### config.mk
export PLATFORM = sky130hd
export DESIGN_NAME = battle_front
export DESIGN_NICKNAME = d
export VERILOG_FILES = /design/src/rtl/battle_pkg.sv /design/src/rtl/front_scan.sv /design/src/rtl/battle_front.sv
export SDC_FILE = /design/constraint.sdc
export NUM_CORES = 1
export LEC_CHECK = 0
export ABC_AREA = 1
export BUFFER_PORTS_ARGS = -buffer_cell sky130_fd_sc_hd__buf_4
export CORE_ASPECT_RATIO = 2
export CORE_MARGIN = 2
export CORE_UTILIZATION = 45
export DETAILED_ROUTE_END_ITERATION = 6
export PLACE_DENSITY = 0.74
export SETUP_SLACK_MARGIN = 0.2
export SYNTH_ARGS = -nofsm -noshare
export SYNTH_HDL_FRONTEND = slang
export SYNTH_SLANG_ARGS = --single-unit
### constraint.sdc
create_clock -name clk -period 7.65 [get_ports clk]
set_input_delay 1.9125 -clock clk [delete_from_list [all_inputs] [get_ports clk]]
set_output_delay 1.9125 -clock clk [all_outputs]
set_load 0.005 [all_outputs]
### src/rtl/battle_pkg.sv
// Shared widths, lane home positions and the combat-round FSM encoding for the
// battle_front lane resolver.
package battle_pkg;

  localparam int POS_W = 9;
  localparam int DMG_W = 8;

  localparam logic [POS_W-1:0] POS_FRIEND_HOME = 9'h1FF;
  localparam logic [POS_W-1:0] POS_ENEMY_HOME  = 9'h000;

  // One-hot round sequencer: IDLE -> SCAN -> DAMAGE -> MOVE -> IDLE.
  typedef enum logic [3:0] {
    ST_IDLE   = 4'b0001,
    ST_SCAN   = 4'b0010,
    ST_DAMAGE = 4'b0100,
    ST_MOVE   = 4'b1000
  } state_t;

endpackage

### src/rtl/front_scan.sv
// One side's slot scanner: tracks the frontmost alive position (min or max),
// its slot index, a found flag and a saturating sum of all slots' damage.
module front_scan
  import battle_pkg::*;
#(
  parameter int N        = 4,
  parameter bit FIND_MIN = 1'b1,
  localparam int IW      = (N > 1) ? $clog2(N) : 1
) (
  input  logic             clk,
  input  logic             reset,
  input  logic             i_clear,
  input  logic             i_scan_en,
  input  logic [IW-1:0]    i_idx,
  input  logic [POS_W-1:0] i_pos,
  input  logic [DMG_W-1:0] i_dmg,
  input  logic             i_dead,
  output logic [POS_W-1:0] o_ext_nxt,
  output logic [IW-1:0]    o_idx_nxt,
  output logic             o_found_nxt,
  output logic [DMG_W-1:0] o_sum_nxt
);

  logic [POS_W-1:0] r_ext;
  logic [IW-1:0]    r_idx;
  logic             r_found;
  logic [DMG_W-1:0] r_sum;

  logic             w_better;
  logic             w_take;
  logic [DMG_W:0]   w_sum_wide;

  // Strict compare keeps the lowest index on ties; the found flag lets a unit
  // sitting exactly on the home edge still be captured.
  always_comb begin
    w_better    = FIND_MIN ? (i_pos < r_ext) : (i_pos > r_ext);
    w_take      = i_scan_en && !i_dead && (!r_found || w_better);
    w_sum_wide  = {1'b0, r_sum} + {1'b0, i_dmg};
    o_ext_nxt   = r_ext;
    o_idx_nxt   = r_idx;
    o_found_nxt = r_found;
    o_sum_nxt   = r_sum;
    if (w_take) begin
      o_ext_nxt   = i_pos;
      o_idx_nxt   = i_idx;
      o_found_nxt = 1'b1;
    end
    if (i_scan_en) begin
      o_sum_nxt = w_sum_wide[DMG_W] ? {DMG_W{1'b1}} : w_sum_wide[DMG_W-1:0];
    end
  end

  always_ff @(posedge clk or posedge reset) begin
    if (reset) begin
      r_ext   <= '0;
      r_idx   <= '0;
      r_found <= 1'b0;
      r_sum   <= '0;
    end else if (i_clear) begin
      r_ext   <= '0;
      r_idx   <= '0;
      r_found <= 1'b0;
      r_sum   <= '0;
    end else begin
      r_ext   <= o_ext_nxt;
      r_idx   <= o_idx_nxt;
      r_found <= o_found_nxt;
      r_sum   <= o_sum_nxt;
    end
  end

endmodule

### src/rtl/battle_front.sv
// Lane combat resolver: scans both unit arrays each round, routes damage to the
// opposing front unit, strobes damage/move, grants spawns and latches breaches.
// Optional spawn lockout is enabled by defining SPAWN_COOLDOWN_EN.
module battle_front
  import battle_pkg::*;
#(
  parameter int N        = 4,
  parameter int TICK_DIV = 1024,
  parameter int COOLDOWN = 64
) (
  input  logic               clk,
  input  logic               reset,
  input  logic [POS_W*N-1:0] friend_pos,
  input  logic [DMG_W*N-1:0] friend_dmg,
  input  logic [N-1:0]       friend_dead,
  input  logic [POS_W*N-1:0] enemy_pos,
  input  logic [DMG_W*N-1:0] enemy_dmg,
  input  logic [N-1:0]       enemy_dead,
  input  logic               spawn_req,
  output logic               move_scen,
  output logic               damage_scen,
  output logic [DMG_W*N-1:0] dmg_to_friend,
  output logic [DMG_W*N-1:0] dmg_to_enemy,
  output logic [POS_W-1:0]   enemy_front,
  output logic [POS_W-1:0]   friend_front,
  output logic [N-1:0]       can_spawn,
  output logic               enemy_breach,
  output logic               friend_breach,
  output logic [3:0]         dbg_state
);

  localparam int IW = (N > 1) ? $clog2(N) : 1;
  localparam int TW = $clog2(TICK_DIV);
  localparam logic [TW-1:0] TICK_LAST = TW'(TICK_DIV - 1);
  localparam logic [IW-1:0] SLOT_LAST = IW'(N - 1);

  state_t               r_state;
  logic [TW-1:0]        r_tick;
  logic [IW-1:0]        r_slot;
  logic                 r_move_scen;
  logic                 r_damage_scen;
  logic [DMG_W*N-1:0]   r_dmg_to_friend;
  logic [DMG_W*N-1:0]   r_dmg_to_enemy;
  logic [POS_W-1:0]     r_enemy_front;
  logic [POS_W-1:0]     r_friend_front;
  logic [N-1:0]         r_can_spawn;
  logic                 r_enemy_breach;
  logic                 r_friend_breach;

  logic                 w_clear;
  logic                 w_scan_en;
  logic [POS_W-1:0]     w_f_ext, w_e_ext;
  logic [IW-1:0]        w_f_idx, w_e_idx;
  logic                 w_f_found, w_e_found;
  logic [DMG_W-1:0]     w_f_sum, w_e_sum;
  logic [DMG_W*N-1:0]   w_dmg_f, w_dmg_e;
  logic [N-1:0]         w_spawn_onehot;
  logic                 w_spawn_lock;

  assign w_clear   = (r_state == ST_IDLE) && (r_tick == TICK_LAST);
  assign w_scan_en = (r_state == ST_SCAN);

  front_scan #(.N(N), .FIND_MIN(1'b1)) u_friend_scan (
    .clk         (clk),
    .reset       (reset),
    .i_clear     (w_clear),
    .i_scan_en   (w_scan_en),
    .i_idx       (r_slot),
    .i_pos       (friend_pos[POS_W*r_slot +: POS_W]),
    .i_dmg       (friend_dmg[DMG_W*r_slot +: DMG_W]),
    .i_dead      (friend_dead[r_slot]),
    .o_ext_nxt   (w_f_ext),
    .o_idx_nxt   (w_f_idx),
    .o_found_nxt (w_f_found),
    .o_sum_nxt   (w_f_sum)
  );

  front_scan #(.N(N), .FIND_MIN(1'b0)) u_enemy_scan (
    .clk         (clk),
    .reset       (reset),
    .i_clear     (w_clear),
    .i_scan_en   (w_scan_en),
    .i_idx       (r_slot),
    .i_pos       (enemy_pos[POS_W*r_slot +: POS_W]),
    .i_dmg       (enemy_dmg[DMG_W*r_slot +: DMG_W]),
    .i_dead      (enemy_dead[r_slot]),
    .o_ext_nxt   (w_e_ext),
    .o_idx_nxt   (w_e_idx),
    .o_found_nxt (w_e_found),
    .o_sum_nxt   (w_e_sum)
  );

  // Each side is hit by the other side's total damage, at its own front slot.
  always_comb begin
    w_dmg_f = '0;
    w_dmg_e = '0;
    if (w_f_found) w_dmg_f[DMG_W*w_f_idx +: DMG_W] = w_e_sum;
    if (w_e_found) w_dmg_e[DMG_W*w_e_idx +: DMG_W] = w_f_sum;
  end

  assign w_spawn_onehot = friend_dead & (~friend_dead + N'(1));

`ifdef SPAWN_COOLDOWN_EN
  localparam int CW = $clog2(COOLDOWN + 1);
  logic [CW-1:0] r_cool;
  logic [CW-1:0] w_cool_nxt;
  logic          r_spawn_req_d;

  always_comb begin
    w_cool_nxt = (r_cool != '0) ? r_cool - CW'(1) : '0;
    if (spawn_req && !r_spawn_req_d && (r_can_spawn != '0)) w_cool_nxt = CW'(COOLDOWN);
  end

  always_ff @(posedge clk or posedge reset) begin
    if (reset) begin
      r_cool        <= '0;
      r_spawn_req_d <= 1'b0;
    end else begin
      r_cool        <= w_cool_nxt;
      r_spawn_req_d <= spawn_req;
    end
  end

  assign w_spawn_lock = (w_cool_nxt != '0);
`else
  assign w_spawn_lock = 1'b0;
`endif

  always_ff @(posedge clk or posedge reset) begin
    if (reset) begin
      r_can_spawn <= '0;
    end else begin
      r_can_spawn <= w_spawn_lock ? '0 : w_spawn_onehot;
    end
  end

  // Round sequencer; strobes and damage buses are registered so they line up
  // exactly with the DAMAGE and MOVE states.
  always_ff @(posedge clk or posedge reset) begin
    if (reset) begin
      r_state         <= ST_IDLE;
      r_tick          <= '0;
      r_slot          <= '0;
      r_move_scen     <= 1'b0;
      r_damage_scen   <= 1'b0;
      r_dmg_to_friend <= '0;
      r_dmg_to_enemy  <= '0;
      r_enemy_front   <= POS_ENEMY_HOME;
      r_friend_front  <= POS_FRIEND_HOME;
      r_enemy_breach  <= 1'b0;
      r_friend_breach <= 1'b0;
    end else begin
      case (r_state)
        ST_IDLE: begin
          if (r_tick == TICK_LAST) begin
            r_tick  <= '0;
            r_slot  <= '0;
            r_state <= ST_SCAN;
          end else begin
            r_tick <= r_tick + TW'(1);
          end
        end
        ST_SCAN: begin
          r_slot <= r_slot + IW'(1);
          if (r_slot == SLOT_LAST) begin
            r_state         <= ST_DAMAGE;
            r_damage_scen   <= 1'b1;
            r_dmg_to_friend <= w_dmg_f;
            r_dmg_to_enemy  <= w_dmg_e;
            r_friend_front  <= w_f_found ? w_f_ext : POS_FRIEND_HOME;
            r_enemy_front   <= w_e_found ? w_e_ext : POS_ENEMY_HOME;
            if (w_e_found && (w_e_ext == POS_FRIEND_HOME)) r_enemy_breach  <= 1'b1;
            if (w_f_found && (w_f_ext == POS_ENEMY_HOME))  r_friend_breach <= 1'b1;
          end
        end
        ST_DAMAGE: begin
          r_damage_scen   <= 1'b0;
          r_dmg_to_friend <= '0;
          r_dmg_to_enemy  <= '0;
          r_move_scen     <= 1'b1;
          r_state         <= ST_MOVE;
        end
        ST_MOVE: begin
          r_move_scen <= 1'b0;
          r_state     <= ST_IDLE;
        end
        default: begin
          r_state         <= ST_IDLE;
          r_tick          <= '0;
          r_move_scen     <= 1'b0;
          r_damage_scen   <= 1'b0;
          r_dmg_to_friend <= '0;
          r_dmg_to_enemy  <= '0;
        end
      endcase
    end
  end

  assign move_scen     = r_move_scen;
  assign damage_scen   = r_damage_scen;
  assign dmg_to_friend = r_dmg_to_friend;
  assign dmg_to_enemy  = r_dmg_to_enemy;
  assign enemy_front   = r_enemy_front;
  assign friend_front  = r_friend_front;
  assign can_spawn     = r_can_spawn;
  assign enemy_breach  = r_enemy_breach;
  assign friend_breach = r_friend_breach;
  assign dbg_state     = r_state;

endmodule

-- After elaboration in Yosys (flattened, before gate mapping)
Index checks and enable logic that the tools add are counted.
Widths: inputs -> output; s select.
- register bits: 146
- input port bits: 147
- output and inout port bits: 94
- $add $sub $neg: 7
- $mul: 1
- order comparisons: 3
- equality and inequality tests: 9
- shift operators: 8
- muxes and demuxes: 40
- bitwise gates (word level): 5
- reductions and logical operators: 24
- operator list (operator ; number):
    $mux 32 ; 4
    $pmux 32 s2 ; 2
    $shiftx 36x7->9 ; 2
    $neg 5->34 ; 2
    $shift 8x34->32 const A ; 2
    $shiftx 8x34->32 ; 2
    $and 32x32->32 ; 2
    $shiftx 32x6->8 ; 2
    $mux 9 ; 6
    $mux 8 ; 6
    $pmux 10 s2 ; 1
    $add 8x8->9 ; 2
    $pmux 4 s3 ; 1
    $add 10x1->10 const B ; 1
    $eq 10x10->1 const B ; 1
    $mux 10 ; 1
    $mux 2 ; 5
    $eq 9x9->1 const B ; 1
    $gt 9x9->1 ; 1
    $logic_not 9->1 ; 1
    $lt 9x9->1 ; 1
    $mux 4 ; 2
    $reduce_and 2->1 ; 4
    $logic_and 1x1->1 ; 7
    other kinds (24) ; 38

-- Depth between registers and ports, before layout
- depth after elaboration: 12
- depth in mapped cells: 25

-- By module
Synthesis repeated with hierarchy kept, for this count alone.
- cell total of the unflattened synthesis: 1169
- area, all modules: 8941.1 µm²
- modules (own cells, without submodules) (module ; instances ; cells an instance ; area an instance (µm²) ; seq. area each (µm²)):
    battle_front ; 1 ; 698 ; 5555.3 ; 2665.1
    front_scan (u_enemy_scan) ; 1 ; 232 ; 1714.1 ; 500.5
    front_scan (u_friend_scan) ; 1 ; 239 ; 1671.6 ; 500.5

-- Least setup slack after synthesis
OpenSTA, ideal clock, no wires.
- path type: input port to flip-flop
- start point: input enemy_pos[35]
- end point: register r_dmg_to_enemy[16] (netlist: dmg_to_enemy[16])
- library setup time: 76 ps
- arrival: 4382 ps
- path slack: 3192 ps
- cell stages on the path: 20
- buffers on the path: 1
- cells stage by stage: a21oi_1 a32o_1 inv_1 ha_1 nand2_1 nor2_1 nand3b_1 nand3_1 nand2_1 nand2_1 nand2_2 nand2_1 nand2_1 buf_2 ha_1 inv_1 nand3_1 nor2_2 nand2_2 o21ai_1
- cells in the longest elaborated chain, start to end: 11
- RTL lines (element ; line ; source):
    start: declaration ; battle_front.sv:16 ; input logic [POS_W*N-1:0] enemy_pos,
    $shiftx 36x7->9 (*) ; battle_front.sv:84 ; .i_pos (enemy_pos[POS_W*r_slot +: POS_W]),
    $gt 9x9->1 (*) ; front_scan.sv:36 ; w_better = FIND_MIN ? (i_pos < r_ext) : (i_pos > r_ext);
    $logic_or 1x1->1 (*) ; front_scan.sv:37 ; w_take = i_scan_en && !i_dead && (!r_found || w_better);
    $logic_and 1x1->1 (*) ; front_scan.sv:37 ;
    $mux 2 ; front_scan.sv:43 ; if (w_take) begin
    $neg 5->34 ; battle_front.sv:98 ; if (w_e_found) w_dmg_e[DMG_W*w_e_idx +: DMG_W] = w_f_sum;
    $shiftx 8x34->32 or $shift 8x34->32 (tied branches) ; battle_front.sv:98 ;
    $and 32x32->32 (no line) ; -- ;
    $mux 32 (*) ; battle_front.sv:98 ;
    $mux 32 (*) ; battle_front.sv:165 ; if (r_slot == SLOT_LAST) begin
    $pmux 32 s2 (*) ; battle_front.sv:153 ; case (r_state)
    end signal: assignment ; battle_front.sv:169 ; r_dmg_to_enemy <= w_dmg_e;
    end: declaration ; battle_front.sv:43 ; logic [DMG_W*N-1:0] r_dmg_to_enemy;
Every way passes the cells marked *; elsewhere a longest branch is shown, timed or not. The select of a mux whose other input is x is not followed.
A chain may end at the register's enable or synchronous reset.

-- Worst setup path after layout
- start point: input enemy_pos[35]
- end point: register r_dmg_to_enemy[8] (netlist: dmg_to_enemy[8])
The elaborated chain is that of the path after synthesis.

==> impl_metrics.json <==
{
  "status": "finished clean",
  "cp.required_ps": 7980,
  "global_route.overflow_total": 0,
  "area_growth_pct": 30.9,
  "core_area_sq_mm": 0.0183,
  "h-tree-depth": 4,
  "grt_max_degree": 80,
  "cpMostUsedCell": "nand2_1",
  "ys_ff_latch": 146,
  "async_reset_ff_share_pct": 100,
  "setup_tns_ps": 0,
  "ctsHoldBuffers": 0,
  "avgSynthCellArea_sq_um": 7.75,
  "peakVddDrop_mv": 0.142,
  "whs_path_depth": 2,
  "hpwl_mm": 19.4,
  "ys_warn_count": 0,
  "initial_core_util_pct": 45.8,
  "grt_first_pass_wirelength_mm": 40.6,
  "cp-start-kind": "primary input",
  "num_vias": 8180,
  "placed_area_sq_mm": 0.0103,
  "rr_startpoint": "r_slot[0]",
  "synth_top_area_share_pct": 40.6,
  "drt_iter0_markers": 278,
  "synthTopCellsByCount": "276 x nand2_1, 136 x dfrtp_1, 118 x nor2_1",
  "clkLatencyLatePin_ps": 430,
  "yosysTopAreaCell": "dfrtp_1",
  "drc": 0,
  "hold_violations": 0,
  "synth_area_leaders": "dfrtp_1 41%, nand2_1 12%, ha_1 6.7%",
  "viasPerCell": 5.33,
  "clk_pin_slew_ps": 60,
  "core.rowCount": 70,
  "layout_setup_ws_ps": 2500,
  "end_kind": "flip-flop",
  "ios": 241,
  "dieArea_sq_mm": 0.0198,
  "setup_viol": 0,
  "hold_class": "flip-flop to flip-flop",
  "cts_setup_buffers": 0,
  "worstSetupPathType": "primary input to flip-flop",
  "crit_fanout": 15,
  "synth.net_count": 1276,
  "post_drt_wl_per_cell_um": 16.8,
  "synth_top_flop_cell": "dfrtp_1",
  "synth_edf_count": 0,
  "arrival_ps": 5480,
  "netlist-cell-type-count": 44,
  "reg2reg_setup_slack_ps": 2980,
  "drive_gt1_share_pct": 24.6,
  "cts-resized-gates": 0,
  "crit_path_max_incr_delay_ps": 490,
  "yosysMostFrequentCell": "nand2_1",
  "crit_slowest_cell": "ha_1",
  "die_h_um": 197,
  "tritoncts": "built",
  "track_usage_pct": 26.6,
  "fin_area_sq_mm": 0.0110,
  "grt_setup_unrepaired": "false",
  "reg2reg_depth": 18,
  "hold_end": "damage_scen",
  "ctsRootBufferMaster": "clkbuf_16",
  "skew_ps": 14.0,
  "port_buffers": 239,
  "numCtsBuffers": 17,
  "dp_worst_setup_slack_ps": 2080,
  "crit_chain": "buf_4 > a21oi_1 > a32o_1 > inv_1 > ha_1 > nand2_1 > nor2_1 > nand3b_1 > nand3_1 > nand2_1 > nand2_1 > nand2_2 > nand2_1 > nand2_1 > ha_1 > inv_1 > nand4_1 > o21ai_0",
  "synth_cells": 1082,
  "critPathBufInv": 3,
  "finalMaxSlewViolations": 0,
  "power_leakage_nw": 5.94,
  "antenna_left": 0,
  "hp-start": "damage_scen",
  "antenna_found_initial": 0,
  "fin_crit_sh_pct": 67.3,
  "diodes": 0,
  "tightest_slew_ps": 857,
  "cts.sinks": 146,
  "wirelength_mm": 25.8,
  "power_density_mw_per_mm2": 167,
  "nFillCells": 1674,
  "min_period_ps": 5150,
  "dr.pass1.iters": 4,
  "seq_area_frac_synth_pct": 43.7,
  "final_nets": 1500,
  "r2r_end": "dmg_to_friend[12]",
  "cap_viol_max_count": 0,
  "syn_area_sq_mm": 0.00838,
  "die_w_um": 101,
  "timing.fmax_mhz": 194,
  "ctsLongestPathBuffers": 2,
  "crit_family": "simple AND/OR/NAND/NOR gates",
  "slew_headroom_pct": 42.9,
  "first_global_vias": 8275,
  "gp_congestion": 0.870
}
[per-layer routing]
metal | share of wire [%] | vias to the layer above | GRT usage, %
met5 | 0 | - | 0
met2 | 56 | 257 | 51.2
met1 | 35 | 3884 | 26.7
li1 | - | 3988 | -
met4 | 4.0 | 0 | 12.4
met3 | 4.8 | 51 | 4.99
[logic make-up after synthesis]
family / count (synthesis) / synth area share [%]
adders and majority gates: 47 / 7.20
xor gates and xnor gates: 12 / 1.25
buffers and inverters: 162 / 7.70
and+or+nand+nor: 501 / 25.3
DFF: 146 / 43.7
AOI/OAI and AO/OA: 214 / 14.8
[report_power, final]
part / leakage, nW / switching, mW / internal, mW
clock: 0.311 / 0.328 / 0.588
sequential: 1.88 / 0.00116 / 0.776
combinational: 3.75 / 0.0653 / 0.0699
[area by class of cell]
class / count / area (sq um) / area share, %
clock buffers: 23 / 498 / 4.54
clock inverters: 8 / 149 / 1.36
inverters: 120 / 457 / 4.16
multi-input cells: 774 / 4070 / 37.1
flip-flops and latches: 146 / 3670 / 33.4
well taps: 216 / 270 / 2.46
repair buffers: 247 / 1850 / 16.9
[sequential cells by signal (all words and copies together), names as in the netlist, 2 cells and up]
signal               count
dmg_to_friend           32
u_enemy_scan.r_idx       2
dmg_to_enemy            32
u_friend_scan.r_sum      8
dbg_state                4
can_spawn                4
u_enemy_scan.r_sum       8
r_slot                   2
u_enemy_scan.r_ext       9
u_friend_scan.r_ext      9
u_friend_scan.r_idx      2
friend_front             9
enemy_front              9
r_tick                  10
[through the flow]
step | std cells | hold slack [ps] | total power, mW | util (%)
after floorplan | 1082 | 457 | 0.852 | -
after global placement | 1503 | 458 | 0.925 | 56.4
after detailed placement | 1503 | 468 | 0.928 | 56.4
after CTS | 1534 | 487 | 1.84 | 59.9
after global routing | 1534 | 510 | 1.88 | 59.9
final | 1534 | 483 | 1.83 | 59.9
[worst max path at each step]
| stage | endpoint | depth (start not counted) | slack, ps | start |
|---|---|---|---|---|
| 6_report | dmg_to_enemy[8] | 18 | 2500 | enemy_pos[35] |
| 5_1_grt | dmg_to_enemy[8] | 18 | 2150 | enemy_pos[35] |
| 4_1_cts | dmg_to_enemy[8] | 18 | 2460 | enemy_pos[35] |
| 3_5_place_dp | dmg_to_enemy[9] | 18 | 2080 | enemy_pos[35] |
| 3_3_place_gp | dmg_to_enemy[13] | 18 | 2160 | enemy_pos[35] |
| 2_1_floorplan | can_spawn[0] | 1 | 1830 | reset |
[worst register-to-register path: stages, from the launching register on]
cell and delay, ps:
dfrtp_2 400, inv_2 210, buf_4 550, o21ai_0 190
o22ai_1 300, ha_1 320, nand2_1 90, inv_1 40
nand2_1 50, nand2_1 40, a21oi_1 140, nand2_1 80
nand2_2 170, nand2_2 250, o21ai_4 490, ha_1 380
inv_1 160, nand4_1 400, o21ai_0 300
[cell usage in the layout (no fill, tap or decap), types with 2 or more instances in the layout]
master / synthesis / routed
nor3_4: 2 / 2
a31oi_1: 2 / 2
inv_2: 5 / 5
nand4_1: 12 / 12
a32o_1: 7 / 7
clkinv_1: 1 / 2
inv_1: 113 / 111
dfrtp_1: 136 / 135
o21ai_1: 23 / 23
o21ai_2: 9 / 9
dfstp_2: 10 / 10
nand3_1: 70 / 70
xor2_1: 10 / 10
bufinv_16: 0 / 4
nand3b_1: 2 / 2
clkinv_2: 1 / 2
nor2_4: 3 / 3
a21oi_1: 26 / 26
nor2_2: 3 / 4
o22ai_1: 36 / 36
nor2_1: 118 / 117
clkbuf_16: 0 / 17
ha_1: 45 / 45
nand2_2: 4 / 4
fa_1: 2 / 2
xnor2_1: 2 / 2
clkbuf_8: 0 / 5
nor3_1: 6 / 6
o21ai_0: 101 / 101
o21bai_1: 2 / 2
nand2_1: 276 / 276
buf_4: 2 / 247
a21oi_4: 2 / 2
clkinvlp_4: 0 / 2
Note: power is estimated with default switching activity, not from simulation.
